File: src/rtl/regfile_pkg.sv
// Types and constants shared by the register-file address decoder and the
// round-robin request encoder.
package regfile_pkg;

    localparam int REG_N     = 8;
    localparam int REG_IDX_W = $clog2(REG_N);

    typedef logic [REG_IDX_W-1:0] reg_idx_t;
    typedef logic [REG_N-1:0]     reg_vec_t;

    // Output stage of the encoder: EMPTY holds nothing, FULL holds an index.
    typedef enum logic {
        OUT_EMPTY = 1'b0,
        OUT_FULL  = 1'b1
    } out_state_e;

    // Rotate a request vector right so that bit `amt` lands at bit 0.
    function automatic reg_vec_t rotr_vec(input reg_vec_t v, input reg_idx_t amt);
        logic [2*REG_N-1:0] dbl;
        dbl = {v, v} >> amt;
        return dbl[REG_N-1:0];
    endfunction

endpackage

File: src/rtl/rr_prio_select.sv
// Combinational round-robin pick: first set request at or above ptr,
// wrapping from the top bit back to bit 0.
module rr_prio_select
    import regfile_pkg::*;
(
    input  reg_vec_t req,
    input  reg_idx_t ptr,
    output reg_idx_t sel,
    output logic     any
);

    reg_vec_t rot;
    reg_idx_t off;

    // Rotating puts ptr at bit 0, so a plain lowest-bit-first search gives
    // the offset from ptr; adding ptr back wraps naturally in 3 bits.
    always_comb begin
        rot = rotr_vec(req, ptr);
        off = '0;
        for (int i = REG_N - 1; i >= 0; i--) begin
            if (rot[i]) begin
                off = reg_idx_t'(i);
            end
        end
        sel = off + ptr;
        any = |req;
    end

endmodule

File: src/rtl/enc_8to3_rr.sv
// Round-robin 8-to-3 encoder feeding a single-entry valid/ready output
// register toward the register-file write port.
module enc_8to3_rr
    import regfile_pkg::*;
#(
    parameter int N = 8,
    parameter int W = 3
) (
    input  logic         clk,
    input  logic         reset,
    input  logic [N-1:0] req,
    output logic [N-1:0] grant,
    output logic         out_valid,
    input  logic         out_ready,
    output logic [W-1:0] out_idx
);

    // Handshake: an index transfers on any rising edge where out_valid and
    // out_ready are both high; out_idx is held stable while out_valid is high
    // and out_ready is low. grant pulses only in the cycle a winner is loaded.

    out_state_e state_q, state_d;
    reg_idx_t   ptr_q, ptr_d;
    reg_idx_t   idx_q, idx_d;

    reg_idx_t   sel;
    logic       any;
    logic       load;

    rr_prio_select u_sel (
        .req (reg_vec_t'(req)),
        .ptr (ptr_q),
        .sel (sel),
        .any (any)
    );

    assign load = any && ((state_q == OUT_EMPTY) || out_ready);

    always_comb begin
        state_d = state_q;
        ptr_d   = ptr_q;
        idx_d   = idx_q;
        if (load) begin
            state_d = OUT_FULL;
            idx_d   = sel;
            ptr_d   = sel + reg_idx_t'(1);
        end else if ((state_q == OUT_FULL) && out_ready) begin
            state_d = OUT_EMPTY;
        end
    end

    always_ff @(posedge clk) begin
        if (reset) begin
            state_q <= OUT_EMPTY;
            ptr_q   <= '0;
            idx_q   <= '0;
        end else begin
            state_q <= state_d;
            ptr_q   <= ptr_d;
            idx_q   <= idx_d;
        end
    end

    // Reset wins over load, so no acknowledge may escape in a reset cycle.
    assign grant     = (load && !reset) ? (N'(1) << sel) : '0;
    assign out_valid = (state_q == OUT_FULL);
    assign out_idx   = idx_q;

endmodule
File: config.mk
export PLATFORM = sky130hd
export DESIGN_NAME = enc_8to3_rr
export DESIGN_NICKNAME = d
export VERILOG_FILES = /design/src/rtl/regfile_pkg.sv /design/src/rtl/rr_prio_select.sv /design/src/rtl/enc_8to3_rr.sv
export SDC_FILE = /design/constraint.sdc
export NUM_CORES = 1
export LEC_CHECK = 0
export ABC_AREA = 1
export BUFFER_PORTS_ARGS = -buffer_cell sky130_fd_sc_hd__buf_4
export CORE_AREA = 2 2 48 50
export CTS_CLUSTER_SIZE = 16
export DETAILED_ROUTE_END_ITERATION = 16
export DIE_AREA = 0 0 50 52
export MAX_ROUTING_LAYER = met4
export PLACE_DENSITY = 0.68
export SYNTH_ARGS = -nofsm -noshare
export SYNTH_HDL_FRONTEND = slang
export SYNTH_SLANG_ARGS = --single-unit
File: constraint.sdc
create_clock -name clk -period 3.4 [get_ports clk]
set_clock_uncertainty 0.2 [all_clocks]
set_input_delay 0.34 -clock clk [delete_from_list [all_inputs] [get_ports clk]]
set_output_delay 0.34 -clock clk [all_outputs]
set_load 0.02 [all_outputs]
==> impl_metrics.json, run 1 <==
{
  "path_max_fanout": 8,
  "synth_xor_area_share_pct": 0.883,
  "routed_wl_um": 3060,
  "die_x_um": 50,
  "synthCells": 153,
  "vdd_drop_max_v": 0.000701,
  "gp_congestion": 0.783,
  "cts_tree": "done",
  "fin_area_mm2": 0.00153,
  "drive_gt1_share_pct": 57.9,
  "syn_avg_cell_area_um2": 6.48,
  "drtIter0Drc": 28,
  "vias": 1153,
  "grt_max_degree": 11,
  "synth.cell_area_um2": 992,
  "root_buffer": "clkbuf_4",
  "start_kind": "flip-flop",
  "clkSinkCount": 7,
  "cts_hold_buffers": 0,
  "post_dp_cell_area_mm2": 0.00121,
  "slew_headroom_pct": 74.4,
  "cts_buffers": 3,
  "area_growth_pct": 54.0,
  "slew_violations": 0,
  "period_share_pct": 103,
  "synth_top_area_cell": "nand2_1",
  "outcome": "finished, violations left",
  "p_clk_share_pct": 4.8,
  "die_y_um": 52,
  "fp.dieArea_mm2": 0.00260,
  "final_cell_mix": "buf_4, nand2_1, nand2_2",
  "layout_commonest_cell": "buf_4",
  "hp-start": "reset",
  "path_class": "reg -> out",
  "fmax_ghz": 0.285,
  "synth-compound-area-share_pct": 5.17,
  "p_switching_uw": 876,
  "yosysSeqAreaShare_pct": 14.1,
  "clkTransAtPathRegs_ns": 0.06,
  "synth_top_area_share_pct": 17.4,
  "setup_viol": 7,
  "seq_power_share_pct": 10.1,
  "yosysUniqueCellTypes": 27,
  "num_io_pins": 23,
  "p_leak_uw": 0.000743,
  "yosys.area_share.simple_pct": 60.9,
  "start_util_pct": 47.1,
  "tightest_slew_ns": 0.383,
  "power.internal_uw": 738,
  "power-per-cell-area_mw_per_mm2": 1060,
  "end_kind": "output port",
  "fp.coreArea_mm2": 0.00211,
  "drc_errors": 0,
  "netSwitchingFraction_pct": 54.3,
  "first_global_vias": 1163,
  "ys_warn_count": 0,
  "overflow": 0,
  "hold_depth": 2,
  "final_util_pct": 72.5,
  "fin_nets": 209,
  "crit_start": "ptr_q[0]$_SDFFE_PP0P_",
  "violations": "setup timing",
  "clk-insertion-delay-late_ns": 0.26,
  "grtUsageTotal_pct": 26.3,
  "grt_pass1_wl_um": 5010,
  "drtPass1Iterations": 5,
  "fin_crit_ns": 3.50,
  "synthAdderAreaFrac_pct": 9.58,
  "synth_seq_cells": 7,
  "hp-class": "in -> reg",
  "portBuffers": 22,
  "reg2reg_from": "ptr_q[0]$_SDFFE_PP0P_",
  "fin_ws_ns": -0.103,
  "synth_top_family_by_area": "simple AND/OR/NAND/NOR gates",
  "viasPerCell": 5.29,
  "crit_arrival_ns": 2.96,
  "hpwl_um": 1930,
  "cts_buffer_depth": 2,
  "detail-route-antenna-nets": 0,
  "row_count": 17,
  "wire_per_inst_um": 14.1,
  "p_comb_share_pct": 85.1,
  "place_ws_ns": -0.0527,
  "max_cap_violations": 0,
  "rsz0062_at_grt": "true",
  "htree_levels": 1,
  "holdWs_ns": 0.104,
  "yosys-top-cells-area": "nand2_1, dfxtp_1, nand3_2, ha_1, nand2_2",
  "n_antenna_cell": 0,
  "muxShareOfSynthArea_pct": 0,
  "antenna_found_initial": 0,
  "hold_violations": 0,
  "critPathRequiredTime_ns": 2.86,
  "ff2ff_path_depth": 17,
  "syn_nets": 171
}
-- path summary, 6_finish.rpt --
path                             end  slack, ns
max                         grant[7]      -0.10
min            ptr_q[0]$_SDFFE_PP0P_       0.10
max reg2reg    ptr_q[1]$_SDFFE_PP0P_       0.37
min reg2reg  out_idx[1]$_SDFFE_PP0P_       0.29
-- power groups by stage --
stage,Clock [uW],Combinational (uW),Sequential (uW)
3_3_place_gp,0,976,161
5_1_grt,86.5,1490,168
6_report,77.9,1370,163
2_1_floorplan,0,743,151
4_1_cts,82.8,1260,161
3_5_place_dp,0,1000,161
-- metal layers --
layer	wire [um]	up-vias	global-route usage, %
li1	-	566	-
met1	1130	540	27.0
met2	1730	38	50.4
met4	96	0	12.5
met5	0	-	-
met3	108	9	2.01
-- final cells by class --
type / count / area, um2
multi-input combinational: 129 / 957
fill: 151 / 578
timing repair buffer: 37 / 290
sequential: 7 / 148
inverter: 13 / 70.1
tap: 28 / 35.0
clock buffer: 3 / 22.5
clock inverter: 1 / 5.00
-- per-stage QoR --
step | std cells | setup TNS, ns | power [uW]
floorplan | 153 | 0 | 894
global placement | 206 | 0 | 1140
detailed placement | 206 | -0.0527 | 1160
CTS | 217 | -0.0100 | 1500
global route | 218 | -1.83 | 1740
finish | 218 | -0.469 | 1610
-- synthesized netlist by cell type, drive strengths merged --
cell    number
a211oi       3
a21boi       1
a21oi        2
a31oi        1
buf          3
clkbuf       1
dfxtp        7
fa           1
ha           6
inv         13
nand2       62
nand3       26
nand4        1
nor2        22
nor3         1
nor3b        1
o21ai        1
xor2         1
-- registers in the layout, indices dropped and copies added, names as in the netlist --
| signal | flops |
|---|---|
| out_idx | 3 |
| ptr_q | 3 |
| out_valid | 1 |
-- critical path: stages, from the launching register on --
cell and delay (ns):
dfxtp_4 0.35, buf_12 0.14, inv_16 0.10, nand2_4 0.07, nand3_4 0.06, nand3_2 0.09
nand2_2 0.10, nand2_1 0.05, nand2_1 0.05, nand2_1 0.06, nand2_1 0.06, nand2_1 0.04
a21boi_1 0.15, ha_2 0.21, fa_2 0.50, ha_4 0.20, ha_4 0.14, nor3b_2 0.15
buf_4 0.16
-- logic make-up after synthesis --
family / after synthesis
AND/OR/NAND/NOR: 113
adder cells (fa/ha/maj): 7
buffers and inverters: 17
flip-flops: 7
AO/OA/AOI/OAI: 8
XOR/XNOR: 1
-- timing repair --
action	4_1_cts	5_1_grt
pin swaps	14	0
setup buffers	7	1
endpoints found under the setup margin	8	8
resized for setup	48	5
endpoints found under the hold margin	0	0
Note: power is estimated with default switching activity, not from simulation.
==> run 2: changes to the inputs <==
--- a/config.mk
+++ b/config.mk
@@ -5,14 +5,15 @@
 export SDC_FILE = /design/constraint.sdc
 export NUM_CORES = 1
 export LEC_CHECK = 0
-export ABC_AREA = 1
+export ABC_AREA = 0
 export BUFFER_PORTS_ARGS = -buffer_cell sky130_fd_sc_hd__buf_4
 export CORE_AREA = 2 2 48 50
 export CTS_CLUSTER_SIZE = 16
 export DETAILED_ROUTE_END_ITERATION = 16
 export DIE_AREA = 0 0 50 52
+export GPL_TIMING_DRIVEN = 1
 export MAX_ROUTING_LAYER = met4
-export PLACE_DENSITY = 0.68
+export PLACE_DENSITY = 0.67
 export SYNTH_ARGS = -nofsm -noshare
 export SYNTH_HDL_FRONTEND = slang
 export SYNTH_SLANG_ARGS = --single-unit
==> run 2 against run 1 <==
The run still ends with setup timing left. Via count down 3.4%. Worst setup slack worse by 0.26 ns. Final cell count down 9.2%. Clock-buffer cell count grew 1. First-iteration DRC count down 18%. Critical endpoint unchanged. Largest cell class unchanged. Largest power group unchanged.
==> impl_metrics.json, run 2 <==
{
  "grtUsageTotal_pct": 26.3,
  "clk-insertion-delay-late_ns": 0.26,
  "slew_headroom_pct": 62.8,
  "cts_buffer_depth": 2,
  "layout_commonest_cell": "buf_4",
  "wire_per_inst_um": 15.0,
  "die_x_um": 50,
  "wl_met1_um": 1310,
  "hold_violations": 0,
  "synth_top_area_share_pct": 14.4,
  "cts_tree": "done",
  "start_util_pct": 46.2,
  "end_kind": "output port",
  "num_io_pins": 23,
  "fin_area_mm2": 0.00158,
  "ys_warn_count": 0,
  "yosysUniqueCellTypes": 45,
  "hpwl_um": 2280,
  "syn_avg_cell_area_um2": 8.11,
  "cts_buffers": 3,
  "setup_viol": 8,
  "reg2reg_slack_ns": 0.16,
  "die_y_um": 52,
  "drc_errors": 0,
  "syn_nets": 138,
  "max_cap_violations": 0,
  "period_share_pct": 111,
  "rsz0062_at_grt": "true",
  "ff2ff_path_depth": 13,
  "overflow": 0,
  "fin_ws_ns": -0.366,
  "hold_depth": 2,
  "root_buffer": "clkbuf_4",
  "top_layer_used": "met4",
  "routed_wl_um": 2970,
  "drive_gt1_share_pct": 56.5,
  "gp_congestion": 0.928,
  "dr_wl_met3_um": 112,
  "p_leak_uw": 0.000689,
  "slew_violations": 0,
  "synthCells": 120,
  "clkSinkCount": 7,
  "power-per-cell-area_mw_per_mm2": 754,
  "final_util_pct": 75.0,
  "crit_arrival_ns": 3.23,
  "synth_edf_count": 0,
  "yosysMostFrequentCell": "nor2_1",
  "critPathRequiredTime_ns": 2.86,
  "outcome": "finished, violations left",
  "path_max_fanout": 5,
  "synth_ff_type": "dfxtp_1",
  "synth.cell_area_um2": 973,
  "first_global_vias": 1154,
  "detail-route-antenna-nets": 0,
  "fmax_ghz": 0.266,
  "path_class": "reg -> out",
  "drtPass1Iterations": 5,
  "yosysSeqAreaShare_pct": 14.4,
  "antenna_found_initial": 0,
  "start_kind": "flip-flop",
  "grt_max_degree": 10,
  "n_antenna_cell": 0,
  "wl_met2_um": 1530,
  "async_flop_share_pct": 0,
  "area_growth_pct": 62.3,
  "fp.coreArea_mm2": 0.00211,
  "clkTransAtPathRegs_ns": 0.05,
  "yosys-top-cells-area": "dfxtp_1, ha_1, mux2i_1, nor2_1, mux2_4",
  "fp.dieArea_mm2": 0.00260,
  "setup_tns_ns": -2.61,
  "synth_seq_cells": 7,
  "violations": "setup timing",
  "viasPerCell": 5.63,
  "hp-class": "in -> reg",
  "synth_commonest_cells": "nor2_1, dfxtp_1, inv_1",
  "synth_top_area_cell": "dfxtp_1",
  "fin_nets": 189,
  "vias": 1114,
  "vdd_drop_max_v": 0.000547,
  "post_cts_buffers": 0,
  "row_count": 17,
  "final_cell_mix": "buf_4, nor2_1, inv_1, a21oi_1, buf_6",
  "drtIter0Drc": 23,
  "htree_levels": 1,
  "tightest_slew_ns": 0.553,
  "fin_crit_ns": 3.77,
  "post_dp_cell_area_mm2": 0.00146,
  "portBuffers": 22,
  "place_ws_ns": -0.296,
  "grt_pass1_wl_um": 5170
}
## run 2: power breakdown
part           leakage (uW)  switching (uW)  internal [uW]
logic              0.000615             468            497
clock network     0.0000150            32.2           44.9
registers         0.0000590            36.8            113
## run 2: final cells by class
type,count,area (um2)
repair buffers,52,425
clock buffers,4,26.3
flip-flops and latches,7,145
multi-input cells,100,922
fillers,161,526
well taps,28,35.0
inverters,7,26.3
## run 2: timing repair
action,4_1_cts,5_1_grt
gates cloned,0,0
hold buffers,0,0
pin swaps,7,3
endpoints found under the setup margin,9,9
gates resized for setup,22,3
## run 2: path summary, 6_finish.rpt
kind	end	startpoint
worst max-delay path	grant[7]	ptr_q[1]$_SDFFE_PP0P_
worst min-delay path	ptr_q[1]$_SDFFE_PP0P_	reset
worst max register to register	ptr_q[2]$_SDFFE_PP0P_	ptr_q[1]$_SDFFE_PP0P_
worst min register to register	out_idx[0]$_SDFFE_PP0P_	out_idx[0]$_SDFFE_PP0P_
## run 2: logic make-up (layout without fill, tap and decap cells)
logic type,count (synthesis),in the layout,synth area share [%]
AND/OR/NAND/NOR,45,45,24.9
flip-flops,7,7,14.4
adder cells (fa/ha/maj),7,7,9.77
buffers and inverters,13,63,6.17
AO/OA/AOI/OAI,38,38,32.8
multiplexers,10,10,12.0
## run 2: layer usage
layer,global-route usage (%),vias to the layer above
li1,-,552
met1,33.3,531
met2,45.2,29
met3,1.72,2
met4,7.41,0
met5,-,-
## run 2: stage by stage
stage / instances / hold slack [ns] / total power (uW)
floorplan: 120 / 0.375 / 726
global placement: 194 / 0.281 / 998
detailed placement: 194 / 0.309 / 1020
CTS: 198 / 0.103 / 1180
global route: 198 / 0.115 / 1300
finish: 198 / 0.105 / 1190
## run 2: worst max-delay path, stage by stage, from the launching register on
cell and delay [ns]:
dfxtp_4 0.38, buf_6 0.15, mux2i_4 0.25, buf_6 0.12, a21oi_1 0.08, a211o_1 0.27, a211oi_2 0.21, o32a_1 0.16
ha_2 0.18, fa_2 0.48, ha_2 0.20, ha_1 0.17, and2_2 0.16, buf_4 0.15
